--- src/rtl/i2s_chan_sched.sv ---
`default_nettype none
// ============================================================================
// Module   : i2s_chan_sched
// Stereo ADC -> shared engine -> DAC scheduler, round-robin L/R arbitration,
// overrun/underrun/timeout status. Define I2S_SCHED_CNT_EN for event counters.
// Revision : 1.0
// ============================================================================

module i2s_chan_sched #(
  parameter int W       = 24,
  parameter int TIMEOUT = 2048
) (
  input  logic         AMSCK,
  input  logic         rst,
  input  logic         enable,
  input  logic [W-1:0] adc_data,
  input  logic         adc_valid_l,
  input  logic         adc_valid_r,
  input  logic         dac_rd_l,
  input  logic         dac_rd_r,
  output logic [W-1:0] dac_data,
  output logic         proc_start,
  output logic         proc_ch,
  output logic [W-1:0] proc_din,
  input  logic         proc_done,
  input  logic [W-1:0] proc_dout,
  input  logic         clr_status,
  output logic         ovr_l,
  output logic         ovr_r,
  output logic         unr_l,
  output logic         unr_r,
  output logic         tmo
`ifdef I2S_SCHED_CNT_EN
  ,
  output logic [15:0]  ovr_cnt,
  output logic [15:0]  unr_cnt,
  output logic [15:0]  tmo_cnt
`endif
);

  localparam int c_TMR_W = $clog2(TIMEOUT + 1);

  typedef enum logic [1:0] {
    S_IDLE  = 2'd0,
    S_ISSUE = 2'd1,
    S_WAIT  = 2'd2
  } state_t;

  state_t             r_state;
  state_t             w_state_nxt;
  logic [c_TMR_W-1:0] r_timer;
  logic               r_last_ch;
  logic               r_hold;
  logic [W-1:0]       r_in_l;
  logic [W-1:0]       r_in_r;
  logic [W-1:0]       r_out_l;
  logic [W-1:0]       r_out_r;
  logic               r_pend_l;
  logic               r_pend_r;
  logic               r_fresh_l;
  logic               r_fresh_r;

  logic               w_dispatch;
  logic               w_sel_ch;
  logic               w_finish;
  logic               w_timeout;
  logic [W-1:0]       w_result;
  logic               w_disp_l;
  logic               w_disp_r;
  logic               w_res_l;
  logic               w_res_r;
  logic               w_byp_l;
  logic               w_byp_r;
  logic               w_rd_l;
  logic               w_rd_r;
  logic               w_ovr_l_set;
  logic               w_ovr_r_set;
  logic               w_unr_l_set;
  logic               w_unr_r_set;

  // ---------------------------------------------------------------------------
  // Scheduler FSM
  // ---------------------------------------------------------------------------
  always_ff @(posedge AMSCK) begin
    if (rst) begin
      r_state <= S_IDLE;
    end else begin
      r_state <= w_state_nxt;
    end
  end

  always_comb begin
    w_state_nxt = r_state;
    w_dispatch  = 1'b0;
    w_finish    = 1'b0;
    w_timeout   = 1'b0;
    w_result    = proc_dout;
    // Tie goes to the channel that was not served last.
    if (r_pend_l && r_pend_r) begin
      w_sel_ch = ~r_last_ch;
    end else begin
      w_sel_ch = r_pend_r;
    end
    case (r_state)
      S_IDLE: begin
        if (enable && !r_hold && (r_pend_l || r_pend_r)) begin
          w_dispatch  = 1'b1;
          w_state_nxt = S_ISSUE;
        end
      end
      S_ISSUE: begin
        w_state_nxt = S_WAIT;
      end
      S_WAIT: begin
        if (proc_done) begin
          w_finish    = 1'b1;
          w_state_nxt = S_IDLE;
        end else if (r_timer == c_TMR_W'(TIMEOUT - 1)) begin
          w_finish    = 1'b1;
          w_timeout   = 1'b1;
          w_result    = proc_din;
          w_state_nxt = S_IDLE;
        end
      end
      default: begin
        w_state_nxt = S_IDLE;
      end
    endcase
  end

  assign proc_start = (r_state == S_ISSUE);

  // r_hold keeps IDLE for one cycle after a job so the next issue lands no
  // earlier than three cycles after the completing strobe.
  always_ff @(posedge AMSCK) begin
    if (rst) begin
      r_timer   <= '0;
      r_last_ch <= 1'b1;
      r_hold    <= 1'b0;
      proc_ch   <= 1'b0;
      proc_din  <= '0;
    end else begin
      r_hold <= w_finish;
      if (w_dispatch) begin
        proc_ch  <= w_sel_ch;
        proc_din <= w_sel_ch ? r_in_r : r_in_l;
      end
      if (r_state == S_ISSUE) begin
        r_timer <= '0;
      end else if (r_state == S_WAIT) begin
        r_timer <= r_timer + c_TMR_W'(1);
      end
      if (w_finish) begin
        r_last_ch <= proc_ch;
      end
    end
  end

  // ---------------------------------------------------------------------------
  // Per-channel capture, result store and DAC read
  // ---------------------------------------------------------------------------
  assign w_disp_l = w_dispatch && !w_sel_ch;
  assign w_disp_r = w_dispatch &&  w_sel_ch;
  assign w_res_l  = w_finish && !proc_ch;
  assign w_res_r  = w_finish &&  proc_ch;
  assign w_byp_l  = adc_valid_l && !enable;
  assign w_byp_r  = adc_valid_r && !enable;
  assign w_rd_l   = dac_rd_l;
  assign w_rd_r   = dac_rd_r && !dac_rd_l;

  // A sample being handed to the engine this cycle is not lost, so no overrun.
  assign w_ovr_l_set = adc_valid_l && r_pend_l && !w_disp_l;
  assign w_ovr_r_set = adc_valid_r && r_pend_r && !w_disp_r;
  assign w_unr_l_set = w_rd_l && !r_fresh_l;
  assign w_unr_r_set = w_rd_r && !r_fresh_r;

  always_ff @(posedge AMSCK) begin
    if (rst) begin
      r_in_l    <= '0;
      r_in_r    <= '0;
      r_pend_l  <= 1'b0;
      r_pend_r  <= 1'b0;
      r_out_l   <= '0;
      r_out_r   <= '0;
      r_fresh_l <= 1'b0;
      r_fresh_r <= 1'b0;
      dac_data  <= '0;
    end else begin
      if (adc_valid_l) begin
        r_in_l   <= adc_data;
        r_pend_l <= enable;
      end else if (w_disp_l) begin
        r_pend_l <= 1'b0;
      end
      if (adc_valid_r) begin
        r_in_r   <= adc_data;
        r_pend_r <= enable;
      end else if (w_disp_r) begin
        r_pend_r <= 1'b0;
      end

      if (w_byp_l) begin
        r_out_l <= adc_data;
      end else if (w_res_l) begin
        r_out_l <= w_result;
      end
      if (w_byp_r) begin
        r_out_r <= adc_data;
      end else if (w_res_r) begin
        r_out_r <= w_result;
      end

      if (w_byp_l || w_res_l) begin
        r_fresh_l <= 1'b1;
      end else if (w_rd_l) begin
        r_fresh_l <= 1'b0;
      end
      if (w_byp_r || w_res_r) begin
        r_fresh_r <= 1'b1;
      end else if (w_rd_r) begin
        r_fresh_r <= 1'b0;
      end

      if (w_rd_l) begin
        dac_data <= r_out_l;
      end else if (w_rd_r) begin
        dac_data <= r_out_r;
      end
    end
  end

  // ---------------------------------------------------------------------------
  // Sticky status; a set event in the clearing cycle wins
  // ---------------------------------------------------------------------------
  always_ff @(posedge AMSCK) begin
    if (rst) begin
      ovr_l <= 1'b0;
      ovr_r <= 1'b0;
      unr_l <= 1'b0;
      unr_r <= 1'b0;
      tmo   <= 1'b0;
    end else begin
      ovr_l <= (ovr_l && !clr_status) || w_ovr_l_set;
      ovr_r <= (ovr_r && !clr_status) || w_ovr_r_set;
      unr_l <= (unr_l && !clr_status) || w_unr_l_set;
      unr_r <= (unr_r && !clr_status) || w_unr_r_set;
      tmo   <= (tmo   && !clr_status) || w_timeout;
    end
  end

`ifdef I2S_SCHED_CNT_EN
  function automatic logic [15:0] sat_add(input logic [15:0] base,
                                          input logic [1:0]  inc);
    logic [16:0] sum;
    sum = {1'b0, base} + {15'd0, inc};
    return sum[16] ? 16'hFFFF : sum[15:0];
  endfunction

  logic [15:0] w_ovr_base;
  logic [15:0] w_unr_base;
  logic [15:0] w_tmo_base;

  assign w_ovr_base = clr_status ? 16'd0 : ovr_cnt;
  assign w_unr_base = clr_status ? 16'd0 : unr_cnt;
  assign w_tmo_base = clr_status ? 16'd0 : tmo_cnt;

  always_ff @(posedge AMSCK) begin
    if (rst) begin
      ovr_cnt <= '0;
      unr_cnt <= '0;
      tmo_cnt <= '0;
    end else begin
      ovr_cnt <= sat_add(w_ovr_base, {1'b0, w_ovr_l_set} + {1'b0, w_ovr_r_set});
      unr_cnt <= sat_add(w_unr_base, {1'b0, w_unr_l_set} + {1'b0, w_unr_r_set});
      tmo_cnt <= sat_add(w_tmo_base, {1'b0, w_timeout});
    end
  end
`endif

endmodule

`default_nettype wire

--- config.mk ---
export PLATFORM = sky130hd
export DESIGN_NAME = i2s_chan_sched
export DESIGN_NICKNAME = d
export VERILOG_FILES = /design/src/rtl/i2s_chan_sched.sv
export SDC_FILE = /design/constraint.sdc
export NUM_CORES = 1
export LEC_CHECK = 0
export ABC_AREA = 1
export CORE_MARGIN = 8
export CORE_UTILIZATION = 55
export CTS_CLUSTER_DIAMETER = 60
export DETAILED_ROUTE_END_ITERATION = 10
export GPL_TIMING_DRIVEN = 0
export PLACE_DENSITY = 0.81
export SLEW_MARGIN = 10
export SYNTH_ARGS = -nofsm -noshare
export SYNTH_HDL_FRONTEND = slang
export SYNTH_SLANG_ARGS = --single-unit
export TNS_END_PERCENT = 10
--- constraint.sdc ---
create_clock -name AMSCK -period 2.6 [get_ports AMSCK]
set_clock_uncertainty 0.15 [all_clocks]
set_input_delay 0.52 -clock AMSCK [delete_from_list [all_inputs] [get_ports AMSCK]]
set_output_delay 0.52 -clock AMSCK [all_outputs]
set_load 0.01 [all_outputs]
==> results of run 1 <==
## worst reg2reg max path, delay by kind of cell (launching register included)
| family | cells | cell delay, ps |
|---|---|---|
| adders and majority gates | 1 | 210 |
| AOI/OAI and AO/OA | 1 | 220 |
| and+or+nand+nor | 8 | 910 |
| DFF | 1 | 350 |
| buffers and inverters | 1 | 180 |
## power by group
| part | internal (W) | switching, W |
|---|---|---|
| clock network | 0.00163 | 0.00105 |
| registers | 0.00274 | 0.0000858 |
| logic | 0.000284 | 0.000418 |
| total | 0.00466 | 0.00155 |
## state kept, by name, indices dropped and copies added (netlist names), 2 cells and up
name and cells:
r_out_l 24, r_out_r 24, r_in_l 24, r_in_r 24, r_state 2, r_timer 12
proc_din 24, dac_data 24
## metal layers
layer / up-vias / routed length [µm]
met5: - / 0
met3: 50 / 2080
met2: 401 / 10300
met4: 0 / 501
li1: 3645 / -
met1: 3418 / 9927
## layout make-up
type / count / area (µm²) / area share [%]
tap: 176 / 220.2 / 2.362
buffer: 60 / 281.5 / 3.020
clock inverter: 11 / 168.9 / 1.812
timing repair buffer: 109 / 1091 / 11.70
inverter: 99 / 372.9 / 4.000
multi-input combinational: 730 / 3333 / 35.76
clock buffer: 21 / 450.4 / 4.832
sequential: 170 / 3403 / 36.51
## through the flow
stage          utilization, %  std cells  TNS [ps]  worst slack (ps)
3_3_place_gp            65.97       1344         0             12.48
5_1_grt                 70.67       1376         0             206.4
3_5_place_dp            65.97       1344    -21.71            -20.36
6_report                70.67       1376         0             314.5
2_1_floorplan               -       1059         0             919.5
4_1_cts                 70.67       1376         0             306.2
## synth_stat cells (2+ instances only)
master	count
buf_2	9
clkbuf_1	38
nor2_1	180
nand2_2	3
o21ai_1	31
or2_2	3
a22oi_1	12
nand3_2	2
nand4_1	4
inv_1	94
o21ai_0	67
dfxtp_1	170
nor3_1	4
nand2_1	272
buf_4	8
o21bai_1	4
a211oi_1	23
buf_6	2
a21oi_1	40
nand3_1	43
a31oi_1	24
nor2_2	4
inv_2	4
nor3b_1	2
xor2_1	3
buf_1	3
## worst min path at each step
| stage | start | end | slack, ps |
|---|---|---|---|
| global placement | r_in_l[0]$_SDFFE_PP0P_ | r_in_l[0]$_SDFFE_PP0P_ | 300 |
| global route | r_in_l[4]$_SDFFE_PP0P_ | r_in_l[4]$_SDFFE_PP0P_ | 340 |
| floorplan | r_last_ch$_SDFFE_PP1P_ | r_last_ch$_SDFFE_PP1P_ | 280 |
| detailed placement | r_in_l[0]$_SDFFE_PP0P_ | r_in_l[0]$_SDFFE_PP0P_ | 300 |
| CTS | ovr_l$_SDFF_PP0_ | ovr_l$_SDFF_PP0_ | 320 |
| finish | ovr_l$_SDFF_PP0_ | ovr_l$_SDFF_PP0_ | 320 |
## kinds of logic (layout without fill, tap and decap cells)
kind of cell               after synthesis  after routing  share of synthesized area, %
buffers and inverters                  159            300                         8.854
xor gates and xnor gates                 4              4                        0.4741
adders and majority gates                1              1                        0.1693
AOI/OAI and AO/OA                      202            202                         15.44
and+or+nand+nor                        523            523                         29.02
DFF                                    170            170                         46.05
==> key figures, run 1 <==
Status
  – Status: complete, no violations

Timing
  – RSZ-0062 raised after global routing: no
  – Fin crit period: 2285 ps
  – Fmax: 0.4375 GHz
  – Final Hold Fails: 0
  – Slew of the pin with the lowest slew margin: 626.4 ps
  – Max-slew headroom: 58.24%
  – Period utilization: approximately 90%
  – Worst hold slack: 321.5 ps
  – Max-slew violations: 0
  – Final setup violating endpoints: 0

Clock tree
  – Clk Tree Root Cell: clkbuf_16
  – Clk sinks: 170
  – Worst-Skew Late Latency: 440 ps
  – H-tree depth reported by CTS: 4
  – Post-CTS resize count: 0
  – CTS Hold Buffers Added: 0
  – CTS tree: yes
  – Clk buf depth: 2
  – Post-CTS Setup Bufs: 0
  – CTS buffer count: 17
  – Clk slew on worst S/H paths: 60 ps

Routing
  – Via density per instance: about 5.5
  – ANT nets after route: 0
  – # DRC: 0
  – WL/cell: 16.58 µm
  – Drt first pass iters: 6
  – DRT Wirelength: roughly 23000 µm
  – Initial DRC Count: 865
  – Via count: between 7000 and 8000

Final layout
  – Fillcell total: 1091
  – Share of cells above drive strength 1: 5.917%
  – Nets: 1245
  – Post-route cell area: 0.009321 mm²
  – Area Overhead vs Synth: 26.12%
  – Most frequent cells in the layout: nand2_1 (272), nor2_1 (180), dfxtp_1 (170)
  – N_diodes: 0
  – Commonest non-fill, non-tap cell in the layout: nand2_1

Worst setup path
  – CP endpoint: proc_start
  – Cell Chain, Critical Path: inv_2, nor2_1, clkdlybuf4s50_1
  – Crit. Startpoint: r_state[0]$_SDFFE_PP0P_
  – Type of origin of the critical path: flop
  – Worst r2r path cells: 11
  – Reg2Reg Setup Slack: 470 ps
  – Critical path buffer and inverter count: 2
  – Family with the most delay on the worst path: buffers and inverters
  – Setup crit end kind: primary output
  – Crit-path slowest cell: clkdlybuf4s50_1
  – Crit. path cell count: 3
  – Crit-path max FO: 3
  – Slowest Stage Delay on Critical Path: 580 ps
  – FF-to-FF End: r_out_l[16]$_SDFFE_PP0P_
  – Critical R2R Launch: r_timer[0]$_SDFFE_PP0N_
  – Crit path DAT: 1620 ps
  – WP data required: approximately 1900 ps
  – Critical path class: reg -> out

Logic synthesis
  – Mapped cell area: around 0.0074 mm²
  – Share of Yosys cell area claimed by the top area cell type: between 40% and 50%
  – Top cells by area, synth: dfxtp_1 (46%), nand2_1 (14%), nor2_1 (9.1%), inv_1 (4.8%), o21ai_0 (4.5%)
  – Leading area contributor after synthesis: dfxtp_1
  – Syn Nets: approximately 1100
  – Ys async rst share: 0%
  – Yosys warns: 0
  – Yosys reg bits: 170
  – Avg Cell Area, Syn: 6.979 µm²
  – Mapped Cells: roughly 1100
  – Post-synthesis sequential area ratio: 46.05%
  – Netlist cell types: 36
  – Ys flop type: dfxtp_1
  – Post-synth EDFFs: 0

Floorplanning
  – Die X: 131.9 µm
  – Die Area: 0.01740 mm²
  – Row cnt: 42
  – Die H: 131.9 µm
  – Initial Util: 56.03%
  – # IOs: 112
  – Core Region: 0.01319 mm²

Place
  – Placed Area: 0.008702 mm²
  – GPL Wtd Cong: between 0.9 and 1
  – DP HPWL: 16930 µm
  – I/O Buffers: 109

GRT
  – Vias in the first global route: approximately 7000
  – Total grt overflow: 0
  – Grt met2 use: 41.25%
  – Met1 usage: 33.26%
  – Initial antenna violation count: 0
  – Largest net degree at the start of global routing: 17
  – GR Layer Usage met3: approximately 6.3%
  – GRT busiest layer: met2
  – First-pass GRT wire length: 36520 µm
  – Total GRT Usage: between 20 and 30%

Job
  – Max cap viols: 0

Power
  – Static Leak: about 3.9 nW
  – Power, Total: 0.006215 W
  – Power Density: 666.8 mW/mm²
  – VDD IR max: 0.4450 mV

Hold path
  – Worst min path class: reg -> reg
  – WHS Path Cells: 2
Power figures use the tool's default switching activity.
==> inputs of run 2 (changes only) <==
--- a/config.mk
+++ b/config.mk
@@ -8,6 +8,7 @@
 export ABC_AREA = 1
 export CORE_MARGIN = 8
 export CORE_UTILIZATION = 55
+export CTS_BUF_LIST = sky130_fd_sc_hd__clkbuf_16
 export CTS_CLUSTER_DIAMETER = 60
 export DETAILED_ROUTE_END_ITERATION = 10
 export GPL_TIMING_DRIVEN = 0
==> run 2 against run 1 <==
Sequential share of layout area about the same. Setup slack worse by 15 ps. Final cell count unchanged. Utilization down 0.076 points. Clock-buffer cell count down 4. Critical endpoint unchanged. Combinational power about the same. Clock power down 1%.
==> key figures, run 2 (synthesized netlist as in run 1, its figures left out) <==
Status
  – Status: complete, no violations

Routing
  – WL/cell: 16.60 µm (+0.11%)
  – Drt first pass iters: 6 (unchanged)
  – DRT Wirelength: 22840 µm (+0.11%)
  – # DRC: 0 (unchanged)
  – ANT nets after route: 0 (unchanged)
  – Via count: 7522 (+0.11%)
  – Via density per instance: 5.467 (+0.11%)
  – Initial DRC Count: 874 (+1.0%)

Floorplanning
  – Die H: 131.9 µm (unchanged)
  – Die X: 131.9 µm (unchanged)
  – # IOs: 112 (unchanged)
  – Core Region: 0.01319 mm² (unchanged)
  – Die Area: 0.01740 mm² (unchanged)
  – Row cnt: 42 (unchanged)
  – Initial Util: 56.03% (unchanged)

Final layout
  – Core Util, Final: 70.59% (-0.076 points)
  – Nets: 1245 (unchanged)
  – Most frequent cells in the layout: nand2_1 (272), nor2_1 (180), dfxtp_1 (170)
  – Commonest non-fill, non-tap cell in the layout: nand2_1
  – N_diodes: 0 (unchanged)
  – Layout Cells excl Fill: 1376 (unchanged)
  – Area Overhead vs Synth: 25.99%
  – Fillcell total: 1092 (+0.092%)
  – Share of cells above drive strength 1: 5.833% (-0.083 points)

GRT
  – Vias in the first global route: 7011 (+0.057%)
  – Initial antenna violation count: 0 (unchanged)
  – Total GRT Usage: 25.87% (-0.057 points)
  – Largest net degree at the start of global routing: 17 (unchanged)
  – Total grt overflow: 0 (unchanged)
  – First-pass GRT wire length: 36490 µm (about the same)

Power
  – Net Switching: 0.001556 W (+0.12%)
  – Sw Share: 25.20% (+0.19 points)
  – Power Density: 663.2 mW/mm² (-0.54%)
  – Combinational share of power: 11.4% (about the same)
  – VDD IR max: 0.4424 mV (-0.58%)
  – Static Leak: 3.909 nW (+0.17%)
  – Internal: 0.004619 W (-0.90%)
  – Clock power frac: 42.8% (-0.4 points)
  – Reg power frac: 45.8% (+0.3 points)

Clock tree
  – CTS Hold Buffers Added: 0 (unchanged)
  – CTS tree: yes
  – Post-CTS Setup Bufs: 0 (unchanged)
  – Clk Tree Root Cell: clkbuf_16
  – Clk sinks: 170 (unchanged)
  – Clk buf depth: 2 (unchanged)
  – H-tree depth reported by CTS: 4 (unchanged)
  – Clk slew on worst S/H paths: 60 ps (about the same)
  – Worst-Skew Late Latency: 440 ps (about the same)
  – CTS buffer count: 17 (unchanged)
  – Post-CTS resize count: 0 (unchanged)

Place
  – DP HPWL: 16930 µm (unchanged)
  – I/O Buffers: 109 (unchanged)
  – GPL Wtd Cong: 0.9270 (unchanged)
  – Dpl cells: 1344 (unchanged)

Timing
  – Period utilization: 88.46% (+0.56 points)
  – Max-slew violations: 0 (unchanged)
  – Fmax: 0.4348 GHz (-0.63%)
  – Final Hold Fails: 0 (unchanged)
  – Final setup violating endpoints: 0 (unchanged)
  – Max-slew headroom: 58.25% (about the same)
  – Slew of the pin with the lowest slew margin: 626.2 ps (-0.1690 ps)
  – Fin crit period: 2300 ps (+14.55 ps)
  – Fin Setup TNS: 0 ps (unchanged)
  – RSZ-0062 raised after global routing: no

Hold path
  – Worst min path class: reg -> reg

Worst setup path
  – Crit-path max FO: 3 (unchanged)
  – Cell Chain, Critical Path: inv_2, nor2_1, clkdlybuf4s50_1
  – Slowest Stage Delay on Critical Path: 580 ps (about the same)
  – Setup crit end kind: primary output
  – Crit-path slowest cell: clkdlybuf4s50_1
  – Critical path class: reg -> out
  – Type of origin of the critical path: flop
  – WP data required: 1930 ps (about the same)
  – Crit path DAT: 1630 ps (about the same)

Job
  – Max cap viols: 0 (unchanged)
run 2: cell types whose count changed in the layout (fill, tap and decap cells not counted), sizes merged:
cell | before | now
inv | 99 | 102
clkbuf | 59 | 55
clkinv | 3 | 4
run 2: stage by stage:
step	setup slack (ps)	total power (W)	hold WS (ps)	area [µm²]
after global routing	201.0	0.006347	341.4	9311
after global placement	12.48	0.003549	299.4	8702
after CTS	306.2	0.006145	324.0	9311
final	299.9	0.006175	321.4	9311
after detailed placement	-20.36	0.003564	303.0	8702
after floorplan	919.5	0.003247	279.2	7391
run 2: worst max-delay path, delay by kind of cell (launching register included):
kind	cells	cell delay [ps]
buf+inv	2	630
flops	1	370
simple gates	1	190
run 2: power by group through the flow:
stage          Combinational [W]  Sequential [W]  Clock [W]
6_report                0.000701         0.00283    0.00264
5_1_grt                 0.000766         0.00284    0.00274
4_1_cts                 0.000690         0.00283    0.00263
2_1_floorplan           0.000372         0.00287          0
3_5_place_dp            0.000684         0.00288          0
3_3_place_gp            0.000671         0.00288          0
run 2: layer usage:
metal	wire length (µm)	part of all wire [%]	GRT usage [%]	up-vias
met5	0	0	0	-
met4	503	2.2	9.828	0
met3	2105	9.2	5.945	54
met2	10390	45	40.94	389
met1	9843	43	33.56	3438
li1	-	-	-	3641
run 2: final timing paths:
| check | from | end | slack (ps) | depth (start not counted) |
|---|---|---|---|---|
| max reg2reg | r_timer[0]$_SDFFE_PP0N_ | r_out_l[14]$_SDFFE_PP0P_ | 440 | 11 |
| min reg2reg | ovr_r$_SDFF_PP0_ | ovr_r$_SDFF_PP0_ | 320 | 2 |
| min | ovr_r$_SDFF_PP0_ | ovr_r$_SDFF_PP0_ | 320 | 2 |
| max | r_state[0]$_SDFFE_PP0P_ | proc_start | 300 | 3 |
run 2: final cells by class:
class / count / area [µm²] / area share [%]
Buffer: 60 / 281.5 / 3.023
Clock buffer: 17 / 425.4 / 4.569
Clock inverter: 15 / 183.9 / 1.975
Inverter: 99 / 372.9 / 4.004
Multi-Input combinational cell: 730 / 3333 / 35.80
Sequential cell: 170 / 3403 / 36.55
Tap cell: 176 / 220.2 / 2.365
Timing Repair Buffer: 109 / 1091 / 11.72
==> inputs of run 3 (changes only) <==
--- a/config.mk
+++ b/config.mk
@@ -11,9 +11,9 @@
 export CTS_BUF_LIST = sky130_fd_sc_hd__clkbuf_16
 export CTS_CLUSTER_DIAMETER = 60
 export DETAILED_ROUTE_END_ITERATION = 10
+export GPL_ROUTABILITY_DRIVEN = 0
 export GPL_TIMING_DRIVEN = 0
 export PLACE_DENSITY = 0.81
-export SLEW_MARGIN = 10
 export SYNTH_ARGS = -nofsm -noshare
 export SYNTH_HDL_FRONTEND = slang
 export SYNTH_SLANG_ARGS = --single-unit
==> results of run 3 <==
Final layout, timing and power as in run 2 (identical DEF).
